===== src/rtl/fft_pkg.sv =====
// Shared types and address helpers for the FFT sequencing controller.
package fft_pkg;

  localparam int AW = 5;

  typedef logic [AW-1:0] addr_t;
  typedef logic [AW-2:0] tw_t;

  typedef enum logic [2:0] {
    ST_IDLE  = 3'd0,
    ST_LOAD  = 3'd1,
    ST_RUN   = 3'd2,
    ST_DRAIN = 3'd3,
    ST_DONE  = 3'd4
  } state_t;

  typedef struct packed {
    addr_t a;
    addr_t b;
    tw_t   tw;
  } bfly_t;

  // Reverse the low w bits of v (upper bits of v are expected to be zero).
  function automatic addr_t bitrev(input addr_t v, input int w);
    addr_t full;
    full = {<<{v}};
    return full >> (AW - w);
  endfunction

  // Radix-2 DIT butterfly j of a stage: legs differ only in bit 'stage'.
  function automatic bfly_t bfly_addr(input addr_t stage, input addr_t j, input int w);
    addr_t one;
    addr_t span;
    addr_t low;
    bfly_t r;
    one  = {{(AW-1){1'b0}}, 1'b1};
    span = one << stage;
    low  = j & (span - one);
    r.a  = ((j >> stage) << (stage + one)) | low;
    r.b  = r.a | span;
    r.tw = tw_t'(low << (w - 1 - int'(stage)));
    return r;
  endfunction

endpackage


===== src/rtl/fft_delay_line.sv =====
// Fixed-depth shift register carrying the read strobe and both read
// addresses forward to the memory write port.
module fft_delay_line #(
  parameter int DEPTH = 3,
  parameter int W     = 5
) (
  input  logic         clk,
  input  logic         rst,
  input  logic         valid_i,
  input  logic [W-1:0] a_i,
  input  logic [W-1:0] b_i,
  output logic         valid_o,
  output logic [W-1:0] a_o,
  output logic [W-1:0] b_o
);

  logic [DEPTH-1:0] valid_q;
  logic [W-1:0]     a_q [DEPTH];
  logic [W-1:0]     b_q [DEPTH];

  // Shift one slot per cycle; reset flushes every slot so no write escapes.
  always_ff @(posedge clk) begin
    if (rst) begin
      valid_q <= '0;
      for (int i = 0; i < DEPTH; i++) begin
        a_q[i] <= '0;
        b_q[i] <= '0;
      end
    end else begin
      valid_q[0] <= valid_i;
      a_q[0]     <= a_i;
      b_q[0]     <= b_i;
      for (int i = 1; i < DEPTH; i++) begin
        valid_q[i] <= valid_q[i-1];
        a_q[i]     <= a_q[i-1];
        b_q[i]     <= b_q[i-1];
      end
    end
  end

  assign valid_o = valid_q[DEPTH-1];
  assign a_o     = a_q[DEPTH-1];
  assign b_o     = b_q[DEPTH-1];

endmodule


===== src/rtl/fft_addr_ctrl.sv =====
// Load/run sequencer for a ping-pong radix-2 FFT memory: bit-reversed load,
// one butterfly read per cycle, write addresses delayed to the butterfly.
module fft_addr_ctrl
  import fft_pkg::*;
#(
  parameter int ADDR_WIDTH   = AW,
  parameter int BFLY_LATENCY = 3
) (
  input  logic                  clk,
  input  logic                  rst,
  input  logic                  start,
  input  logic                  load_valid,
  output logic                  load_ready,
  output logic                  init,
  output logic                  roW,
  output logic [ADDR_WIDTH-1:0] addr_A_read,
  output logic [ADDR_WIDTH-1:0] addr_B_read,
  output logic [ADDR_WIDTH-1:0] addr_A_write,
  output logic [ADDR_WIDTH-1:0] addr_B_write,
  output logic [ADDR_WIDTH-2:0] tw_addr,
  output logic                  rd_valid,
  output logic                  wr_valid,
  output logic [ADDR_WIDTH-1:0] stage,
  output logic                  busy,
  output logic                  done,
  output logic                  result_bank
);

  localparam int N    = 1 << ADDR_WIDTH;
  localparam int HALF = N / 2;
  localparam int DW   = (BFLY_LATENCY > 1) ? $clog2(BFLY_LATENCY) : 1;

  state_t                state_q;
  logic [ADDR_WIDTH-1:0] load_cnt_q;
  logic [ADDR_WIDTH-1:0] load_addr_q;
  logic [ADDR_WIDTH-1:0] stage_q;
  logic [ADDR_WIDTH-2:0] j_q;
  logic [DW-1:0]         drain_q;
  logic [ADDR_WIDTH-1:0] a_rd_q;
  logic [ADDR_WIDTH-1:0] b_rd_q;
  logic [ADDR_WIDTH-2:0] tw_q;
  logic                  init_q;
  logic                  row_q;
  logic                  load_ready_q;
  logic                  rd_valid_q;
  logic                  busy_q;
  logic                  done_q;
  logic                  result_bank_q;

  logic [ADDR_WIDTH-1:0] load_nxt_d;
  logic [ADDR_WIDTH-1:0] iss_stage_d;
  logic [ADDR_WIDTH-2:0] iss_j_d;
  bfly_t                 bf_d;

  logic                  dl_valid_s;
  logic [ADDR_WIDTH-1:0] dl_a_s;
  logic [ADDR_WIDTH-1:0] dl_b_s;

  // Butterfly that would be issued on the next edge, for whichever transition occurs.
  always_comb begin
    load_nxt_d  = load_cnt_q + 1'b1;
    iss_stage_d = '0;
    iss_j_d     = '0;
    case (state_q)
      ST_RUN: begin
        iss_stage_d = stage_q;
        iss_j_d     = j_q + 1'b1;
      end
      ST_DRAIN: begin
        iss_stage_d = stage_q + 1'b1;
      end
      default: begin
        iss_stage_d = '0;
      end
    endcase
    bf_d = bfly_addr(iss_stage_d, {1'b0, iss_j_d}, ADDR_WIDTH);
  end

  // Sequencer FSM; every output is a register updated with the state.
  always_ff @(posedge clk) begin
    if (rst) begin
      state_q       <= ST_IDLE;
      load_cnt_q    <= '0;
      load_addr_q   <= '0;
      stage_q       <= '0;
      j_q           <= '0;
      drain_q       <= '0;
      a_rd_q        <= '0;
      b_rd_q        <= '0;
      tw_q          <= '0;
      init_q        <= 1'b1;
      row_q         <= 1'b0;
      load_ready_q  <= 1'b0;
      rd_valid_q    <= 1'b0;
      busy_q        <= 1'b0;
      done_q        <= 1'b0;
      result_bank_q <= 1'b0;
    end else begin
      done_q <= 1'b0;
      case (state_q)
        ST_IDLE: begin
          if (start) begin
            state_q      <= ST_LOAD;
            init_q       <= 1'b0;
            load_ready_q <= 1'b1;
            busy_q       <= 1'b1;
            load_cnt_q   <= '0;
            load_addr_q  <= '0;
            stage_q      <= '0;
            row_q        <= 1'b0;
          end
        end
        ST_LOAD: begin
          if (load_valid) begin
            if (load_cnt_q == ADDR_WIDTH'(N - 1)) begin
              state_q      <= ST_RUN;
              init_q       <= 1'b1;
              load_ready_q <= 1'b0;
              row_q        <= 1'b0;
              stage_q      <= '0;
              j_q          <= '0;
              rd_valid_q   <= 1'b1;
              a_rd_q       <= bf_d.a;
              b_rd_q       <= bf_d.b;
              tw_q         <= bf_d.tw;
            end else begin
              load_cnt_q  <= load_nxt_d;
              load_addr_q <= bitrev(load_nxt_d, ADDR_WIDTH);
            end
          end
        end
        ST_RUN: begin
          if (j_q == (ADDR_WIDTH-1)'(HALF - 1)) begin
            state_q    <= ST_DRAIN;
            rd_valid_q <= 1'b0;
            drain_q    <= '0;
          end else begin
            j_q    <= iss_j_d;
            a_rd_q <= bf_d.a;
            b_rd_q <= bf_d.b;
            tw_q   <= bf_d.tw;
          end
        end
        ST_DRAIN: begin
          // Bank swap only once the last write of the stage has left the pipe.
          if (drain_q == DW'(BFLY_LATENCY - 1)) begin
            if (stage_q == ADDR_WIDTH'(ADDR_WIDTH - 1)) begin
              state_q       <= ST_DONE;
              result_bank_q <= row_q;
              busy_q        <= 1'b0;
              done_q        <= 1'b1;
            end else begin
              state_q    <= ST_RUN;
              stage_q    <= iss_stage_d;
              row_q      <= ~row_q;
              j_q        <= '0;
              rd_valid_q <= 1'b1;
              a_rd_q     <= bf_d.a;
              b_rd_q     <= bf_d.b;
              tw_q       <= bf_d.tw;
            end
          end else begin
            drain_q <= drain_q + 1'b1;
          end
        end
        ST_DONE: begin
          state_q <= ST_IDLE;
        end
        default: begin
          state_q <= ST_IDLE;
        end
      endcase
    end
  end

  fft_delay_line #(
    .DEPTH (BFLY_LATENCY),
    .W     (ADDR_WIDTH)
  ) u_delay (
    .clk     (clk),
    .rst     (rst),
    .valid_i (rd_valid_q),
    .a_i     (a_rd_q),
    .b_i     (b_rd_q),
    .valid_o (dl_valid_s),
    .a_o     (dl_a_s),
    .b_o     (dl_b_s)
  );

  assign load_ready   = load_ready_q;
  assign init         = init_q;
  assign roW          = row_q;
  assign addr_A_read  = a_rd_q;
  assign addr_B_read  = b_rd_q;
  assign addr_A_write = init_q ? dl_a_s : load_addr_q;
  assign addr_B_write = dl_b_s;
  assign tw_addr      = tw_q;
  assign rd_valid     = rd_valid_q;
  assign wr_valid     = dl_valid_s;
  assign stage        = stage_q;
  assign busy         = busy_q;
  assign done         = done_q;
  assign result_bank  = result_bank_q;

endmodule


===== config.mk =====
export PLATFORM = sky130hd
export DESIGN_NAME = fft_addr_ctrl
export DESIGN_NICKNAME = d
export VERILOG_FILES = /design/src/rtl/fft_pkg.sv /design/src/rtl/fft_delay_line.sv /design/src/rtl/fft_addr_ctrl.sv
export SDC_FILE = /design/constraint.sdc
export NUM_CORES = 1
export LEC_CHECK = 0
export CELL_PAD_IN_SITES_DETAIL_PLACEMENT = 1
export CELL_PAD_IN_SITES_GLOBAL_PLACEMENT = 1
export CORE_MARGIN = 3
export CORE_UTILIZATION = 38
export CTS_BUF_LIST = sky130_fd_sc_hd__clkbuf_16
export DETAILED_ROUTE_END_ITERATION = 12
export PLACE_DENSITY_LB_ADDON = 0.1
export SYNTH_ARGS = -nofsm -noshare
export SYNTH_HDL_FRONTEND = slang
export SYNTH_HIERARCHICAL = 1
export SYNTH_SLANG_ARGS = --single-unit

===== constraint.sdc =====
create_clock -name clk -period 2.8 [get_ports clk]
set_clock_uncertainty 0.15 [all_clocks]
set_input_delay 0.56 -clock clk [delete_from_list [all_inputs] [get_ports clk]]
set_output_delay 0.56 -clock clk [all_outputs]
set_load 0.005 [all_outputs]

==> impl_metrics.ini, run 1 <==
[status]
outcome = completed

[logic_synthesis]
synth_top_area_share_pct = 42.5
syn_avg_cell_area_um2 = 8.53
synth.area.top_cells = dfxtp_1 (42%), nor2b_1 (7.1%), nor2_1 (4.9%)
seq_area_frac_synth_pct = 42.5
syn-num-nets = 416
ys_warn_count = 6
async_reset_ff_share_pct = 0
synth_cell_types = 54
synth_seq_cells = 73
synth_edf_count = 0
syn_area_um2 = 3440
yosysTopAreaCell = dfxtp_1
synth_most_common_cell = dfxtp_1
synthTopCellsByCount = dfxtp_1 (73), nor2_1 (45), nor2b_1 (39)
netlist_instances = 403
synthFlopType = dfxtp_1

[sta]
setup_tns_ns = 0
worstMarginPinSlew_ns = 0.950
min_period_ns = 2.66
max_slew_margin_pct = 36.6
hold_violations = 0
maxSlewViolCount = 0
setup_violations = 0
max_clock_freq_ghz = 0.375
rsz0062_at_grt = false
finalCritPeriodShare_pct = 95.2

[hold_path]
hp-class = flip-flop to flip-flop
worstHoldStart = u_delay/b_q[0][9]
min_to = u_delay/b_q[0][14]
hold-path-cell-count = 1

[pwr]
p_leak_nw = 1.70
swShare_pct = 23.7
irDropWorstVdd_v = 0.000268
clock_power_share_pct = 49.1
seqPwrFrac_pct = 47.4
powerDensity_nw_per_um2 = 500
internal-power_mw = 1.70
p_comb_share_pct = 3.5
p_switching_uw = 528

[grt]
grt_antenna_before_repair = 0
grt_pass1_vias = 2997
globalRouteTotalUtil_pct = 18.7
grt_max_degree = 50
grt_overflow = 0
grt_pass1_wl_um = 15100

[layout]
nets = 473
final_cells = 573
antenna_cells = 0
drive_gt1_share_pct = 18.3
utilization_pct = 50.9
areaGrowthSynthToFinish_pct = 29.6

[floorplan]
num_io_pins = 41
core_um2 = 8760
die_h_um = 101
start_util_pct = 39.2
die_area_um2 = 10200
die_x_um = 101
rows = 34

[setup_path]
r2r-end = addr_A_read[4]
startpoint_type = flip-flop
worstSetupPathType = flip-flop to flip-flop
worst-endpoint-required_ns = 2.90
r2r_start = stage[0]
crit_path_start = stage[0]
crit_fanout = 6
rr_worst_depth = 10
critPathArrivalTime_ns = 2.77
critPathCaptureType = flip-flop
rrSetupSlack_ns = 0.14

[detailed_routing]
via_count = 3027
drt-wirelength-per-cell_um = 15.7
wirelength_um = 9020
drt-initial-drc-count = 97
drc_errors = 0
dr.pass1.iters = 4
antenna_left = 0
via_per_inst = 5.28

[clock_tree]
postCtsSetupBuffers = 0
clock-sinks = 73
cts_max_level = 3
clock_latency_ns = 0.33
ctsHoldBuffers = 0
tritoncts = built
clk_pin_slew_ns = 0.07
clockBufferDepth = 2
clockRootBuffer = clkbuf_16
cts_made_buffers = 9

[place]
port_buffers = 40
place_hpwl_um = 6570
gp_congestion = 0.849
placed_cells = 556

[run]
max_cap_violations = 0
-- routing by layer --
metal	GRT usage (%)	share of wire [%]	vias up
li1	-	-	1504
met1	24.3	46	1462
met2	31.3	49	53
met3	4.41	4.1	8
met4	4.70	1.1	0
met5	0	0	-
-- flip-flops by register name, summed over array words and instances (netlist names) --
signal	cells
stage	5
load_ready	1
roW	1
init	1
u_delay/a_q	15
drain_q	2
addr_B_read	5
state_q	3
addr_A_read	5
u_delay/valid_q	3
rd_valid	1
busy	1
result_bank	1
tw_addr	4
done	1
load_addr_q	1
load_cnt_q	4
u_delay/b_q	15
j_q	4
-- layout by cell type, fill, tap and decap left out, types with 2 or more instances in the layout --
cell             synthesis  layout
nor2_2                   0       3
clkinv_4                 0       3
mux2_2                   6       5
and2_1                   2       2
a21oi_2                  1       2
a211oi_1                 6       6
nand4_1                  3       3
or3_1                    3       3
a311oi_1                 2       2
o22ai_1                  2       2
nor2_1                  45      42
nand3b_1                 7       7
a211o_1                  3       3
nand2b_1                 2       2
buf_4                   13      37
o21ai_0                  7       7
a21oi_1                 29      28
a22oi_1                  5       5
nor4b_2                  0       2
and3_1                   5       5
xnor2_1                  7       7
inv_1                    9       9
a31oi_1                  4       4
nor3_1                  19      19
clkdlybuf4s50_1          0      39
nor2b_1                 39      38
inv_6                    0       2
mux2i_1                  7       7
nand2_1                 32      31
o21bai_1                 3       3
dfxtp_1                 73      69
clkbuf_16                0       9
nand3_1                 13      13
dfxtp_2                  0       3
ha_1                     9       8
xor2_1                   5       5
-- per-stage QoR --
stage	hold slack, ns	power [mW]	area (um2)	setup WS (ns)
detailed placement	0.278	1.16	4090	-0.0834
floorplan	0.264	1.12	3450	0.0161
global route	0.309	2.32	4460	0.000777
CTS	0.287	2.26	4390	0.0325
global placement	0.265	1.16	4090	0.0289
finish	0.284	2.23	4460	0.135
-- worst max-delay path by stage --
stage,endpoint,slack [ns],depth (start not counted)
finish,addr_A_read[4],0.14,10
global route,stage[3],0.0008,10
CTS,addr_A_read[4],0.03,10
detailed placement,addr_B_read[3],-0.08,9
global placement,addr_B_read[3],0.03,9
floorplan,addr_A_read[0],0.02,12
-- worst max-delay path, cell delays in order (launching register included) --
cell	delay, ns
dfxtp_2	0.37
inv_1	0.07
ha_1	0.34
mux2_4	0.31
nand2_4	0.10
ha_1	0.28
nor3_1	0.21
a311oi_1	0.12
a211oi_1	0.26
o221ai_1	0.20
a21oi_1	0.17
-- power by group through the flow --
| stage | logic (mW) | registers [mW] | clock network (mW) |
|---|---|---|---|
| after floorplan | 0.0482 | 1.07 | 0 |
| after global placement | 0.0778 | 1.08 | 0 |
| after detailed placement | 0.0784 | 1.08 | 0 |
| after CTS | 0.0790 | 1.05 | 1.13 |
| after global routing | 0.0867 | 1.05 | 1.18 |
| final | 0.0784 | 1.05 | 1.09 |
-- logic make-up after synthesis --
family,count (synthesis),synth area share [%]
buffers and inverters,42,6.33
muxes,13,4.00
AOI/OAI and AO/OA,74,14.0
xor gates and xnor gates,12,3.06
DFF,73,42.5
adders and majority gates,9,3.27
and+or+nand+nor,180,26.8
-- timing repair --
| item | in CTS | in global routing |
|---|---|---|
| gates resized for setup | 4 | 16 |
| setup endpoints to repair | 6 | 13 |
| pin swaps | 0 | 3 |
| gates cloned | 0 | 1 |
-- layout make-up --
type,instances,area (um2)
clock buffers,9,225
clock inverters,7,62.6
fillers,1039,4310
inverters,9,33.8
multi-input cells,289,1840
flip-flops and latches,73,1470
well taps,108,135
repair buffers,78,693
Note: power is estimated with default switching activity, not from simulation.
==> inputs of run 2 (changes only) <==
PLACE_DENSITY = 0.84   (was not set)
PLACE_DENSITY_LB_ADDON = not set   (was 0.1)
==> impl_metrics.ini, run 2 (synthesis gave the netlist of run 1 again) <==
[status]
outcome = completed

[sta]
setup_tns_ns = 0
min_period_ns = 2.75
max_clock_freq_ghz = 0.364
finalCritPeriodShare_pct = 98.2
setup_ws_ns = 0.0498
setup_violations = 0
worstMarginPinSlew_ns = 0.851
maxSlewViolCount = 0
hold_violations = 0
max_slew_margin_pct = 43.3

[layout]
nets = 467
finalInstanceArea_um2 = 4420
drive_gt1_share_pct = 17.4
largest_registers = u_delay/a_q (15), u_delay/b_q (15)
areaGrowthSynthToFinish_pct = 28.5
multi_input_area_um2 = 1860
antenna_cells = 0
layout_commonest_cell = dfxtp_1
fill_cells = 1017
final_cells = 567
regArea_um2 = 1470
final_cell_mix = dfxtp_1 (70), nor2_1 (43), clkdlybuf4s50_1 (39)

[place]
gp_congestion = 0.889
placed_cell_area_um2 = 4030
place_hpwl_um = 6530
placed_cells = 549
pre_cts_ws_ns = -0.0519
port_buffers = 40

[setup_path]
startpoint_type = flip-flop
worstSetupPathType = flip-flop to flip-flop
crit_fanout = 9
critPathCaptureType = flip-flop
rrSetupSlack_ns = 0.05
worst-endpoint-required_ns = 2.91
critPathArrivalTime_ns = 2.86

[clock_tree]
tritoncts = built
clockRootBuffer = clkbuf_16
clk_pin_slew_ns = 0.07
clock_latency_ns = 0.34
clock-sinks = 73
cts_made_buffers = 9
clockBufferDepth = 2
ctsHoldBuffers = 0
cts_max_level = 3

[floorplan]
rows = 34
die_h_um = 101
die_x_um = 101
start_util_pct = 39.2
num_io_pins = 41
die_area_um2 = 10200
core_um2 = 8760

[detailed_routing]
drc_errors = 0
antenna_left = 0
via_count = 3133
wirelength_um = 9960
dr.pass1.iters = 4
drt-wirelength-per-cell_um = 17.6
drt-initial-drc-count = 237
via_per_inst = 5.53

[run]
max_cap_violations = 0

[grt]
grt_pass1_wl_um = 15500
grt_overflow = 0
globalRouteTotalUtil_pct = 18.9
grt_antenna_before_repair = 0
grt_pass1_vias = 3143
grt_max_degree = 47

[hold_path]
hp-class = flip-flop to flip-flop

[pwr]
powerDensity_nw_per_um2 = 506
finalPower_mw = 2.24
p_leak_nw = 1.67
irDropWorstVdd_v = 0.000230
-- run 2: area by class of cell --
| class | instances | share of cell area, % |
|---|---|---|
| Multi-Input combinational cell | 289 | 42.1 |
| Sequential cell | 73 | 33.2 |
| Timing Repair Buffer | 72 | 14.4 |
| Clock buffer | 9 | 5.10 |
| Tap cell | 108 | 3.06 |
| Clock inverter | 7 | 1.42 |
| Inverter | 9 | 0.764 |
-- run 2: timing repair --
item                       4_1_cts  5_1_grt
setup endpoints to repair       12       17
pin swaps                        0        3
gates cloned                     0        1
resized for setup                7       15
buffers inserted                 0        1
-- run 2: path summary, 6_finish.rpt --
kind | from | endpoint | depth (start not counted)
max reg2reg | stage[1] | tw_addr[1] | 10
max | stage[1] | tw_addr[1] | 10
min | u_delay/a_q[0][0] | u_delay/a_q[0][5] | 1
min reg2reg | u_delay/a_q[0][0] | u_delay/a_q[0][5] | 1
-- run 2: layer usage --
| metal | global-route usage, % | up-vias | routed length (um) |
|---|---|---|---|
| met4 | 7.36 | 0 | 357 |
| met1 | 21.4 | 1510 | 4040 |
| met3 | 3.86 | 38 | 470 |
| met2 | 34.5 | 95 | 5090 |
| met5 | 0 | - | 0 |
| li1 | - | 1490 | - |
-- run 2: critical path, stage by stage (launching register included) --
cell and delay (ns):
dfxtp_4 0.39, ha_2 0.24, buf_4 0.17, nand3b_1 0.10
a21oi_2 0.25, buf_4 0.22, nand3_1 0.13, mux2i_1 0.22
nand3_1 0.25, or3_1 0.42, a21oi_1 0.13
-- run 2: through the flow --
step | util (%) | hold slack [ns]
final | 50.4 | 0.286
after floorplan | - | 0.264
after global placement | 46.0 | 0.265
after global routing | 50.4 | 0.314
after detailed placement | 46.0 | 0.280
after CTS | 49.6 | 0.289
-- run 2: power breakdown --
group          leakage (nW)  internal, mW  switching (mW)
Combinational         0.945        0.0339          0.0443
Sequential            0.591          1.04         0.00880
Clock                 0.133         0.618           0.487
==> inputs of run 3 (changes only) <==
GPL_TIMING_DRIVEN = 0   (was not set)
==> impl_metrics.ini, run 3 (synthesis gave the netlist of run 1 again) <==
[layout]
antenna_cells = 0
areaGrowthSynthToFinish_pct = 39.3
nets = 485
final_cells = 585
final_cell_mix = dfxtp_1 (68), nor2_1 (41), clkdlybuf4s50_1 (40)
layout_commonest_cell = dfxtp_1
largest_registers = u_delay/a_q (15), u_delay/b_q (15)
drive_gt1_share_pct = 24.5
utilization_pct = 54.7

[detailed_routing]
antenna_left = 0
drt-wirelength-per-cell_um = 22.0
drc_errors = 0
drt-initial-drc-count = 347
dr.pass1.iters = 5
wirelength_um = 12900
via_count = 3424
via_per_inst = 5.85

[floorplan]
num_io_pins = 41
start_util_pct = 39.2
core_um2 = 8760
die_h_um = 101
rows = 34
die_area_um2 = 10200
die_x_um = 101

[setup_path]
startpoint_type = flip-flop
rr_worst_depth = 11
crit_fanout = 10
path_depth = 11
worstSetupPathType = flip-flop to flip-flop
crit_slowest_cell = dfxtp_2
critPathArrivalTime_ns = 2.98
critical_path_buf_inv_count = 4
critPathCaptureType = flip-flop
cp_cell_sequence = buf_8, clkinvlp_4, ha_4, mux2_2, nand2_4, buf_4, ha_4, clkbuf_4, nor4_1, o221ai_1, a21oi_1
worst-endpoint-required_ns = 2.92
critPathMostFrequentCell = ha_4
r2r_start = stage[0]
cpPeakStageDelay_ns = 0.36
critPathTopFamily = buffers and inverters
crit_path_start = stage[0]

[grt]
grt_pass1_vias = 3369
grt_antenna_before_repair = 0
grt_max_degree = 15
grt_overflow = 0
grt_pass1_wl_um = 16900
globalRouteTotalUtil_pct = 21.0

[status]
outcome = finished, violations left
violations = negative setup slack

[sta]
rsz0062_at_grt = true
max_clock_freq_ghz = 0.349
setup_ws_ns = -0.0615
max_slew_margin_pct = 49.9
finalCritPeriodShare_pct = 102
worstMarginPinSlew_ns = 0.752
setup_violations = 5
min_period_ns = 2.86
maxSlewViolCount = 0
hold_violations = 0

[pwr]
p_leak_nw = 1.80
irDropWorstVdd_v = 0.000213
finalPower_mw = 2.52
powerDensity_nw_per_um2 = 526

[clock_tree]
clockRootBuffer = clkbuf_16
clock_latency_ns = 0.35
cts_made_buffers = 9
cts_max_level = 3
clk_pin_slew_ns = 0.07
clock-sinks = 73
tritoncts = built
clockBufferDepth = 2

[hold_path]
worstHoldStart = u_delay/b_q[0][4]
hold-path-cell-count = 1
hp-class = flip-flop to flip-flop

[place]
place_hpwl_um = 6920
pre_cts_ws_ns = -0.530
port_buffers = 40
placed_cells = 551
gp_congestion = 0.904

[run]
max_cap_violations = 0
==> run 3: layout make-up <==
type	count	area [um2]
well taps	108	135
fillers	1009	3970
multi-input cells	288	2030
repair buffers	62	566
plain buffers	29	201
flip-flops and latches	73	1470
inverters	9	40.0
clock buffers	9	225
clock inverters	7	126
==> run 3: worst paths after layout <==
kind	end	slack, ns
min reg2reg	u_delay/b_q[0][9]	0.29
min	u_delay/b_q[0][9]	0.29
max	addr_B_read[4]	-0.06
max reg2reg	addr_B_read[4]	-0.06
==> run 3: worst reg2reg max path: stages (launching register included) <==
cell	delay, ns
dfxtp_2	0.36
buf_8	0.13
clkinvlp_4	0.13
ha_4	0.26
mux2_2	0.30
nand2_4	0.14
buf_4	0.14
ha_4	0.24
clkbuf_4	0.21
nor4_1	0.34
o221ai_1	0.20
a21oi_1	0.19
==> run 3: stage by stage <==
step | setup TNS [ns] | hold slack (ns) | area, um2
after global placement | -6.67 | 0.265 | 3990
after CTS | -0.0520 | 0.294 | 4550
after global routing | -1.05 | 0.318 | 4790
after detailed placement | -8.65 | 0.279 | 3990
after floorplan | 0 | 0.264 | 3450
final | -0.239 | 0.291 | 4790
==> run 3: what timing repair did <==
action                     CTS  global route
gates resized for setup     36            39
setup endpoints to repair   22            23
pin swaps                    8            15
buffers inserted            10            12
hold buffers                 0             0
==> run 3: power by group <==
part | total, mW | internal, mW | switching, mW
clock network | 1.38 | 0.882 | 0.502
registers | 1.05 | 1.04 | 0.00451
logic | 0.0874 | 0.0336 | 0.0538
total | 2.52 | 1.96 | 0.560
==> run 3: layer usage <==
layer	GRT usage, %	vias to the layer above	routed length (um)
li1	-	1523	-
met1	24.5	1667	5070
met2	36.7	181	6470
met3	3.10	53	805
met4	12.1	0	510
met5	0	-	0
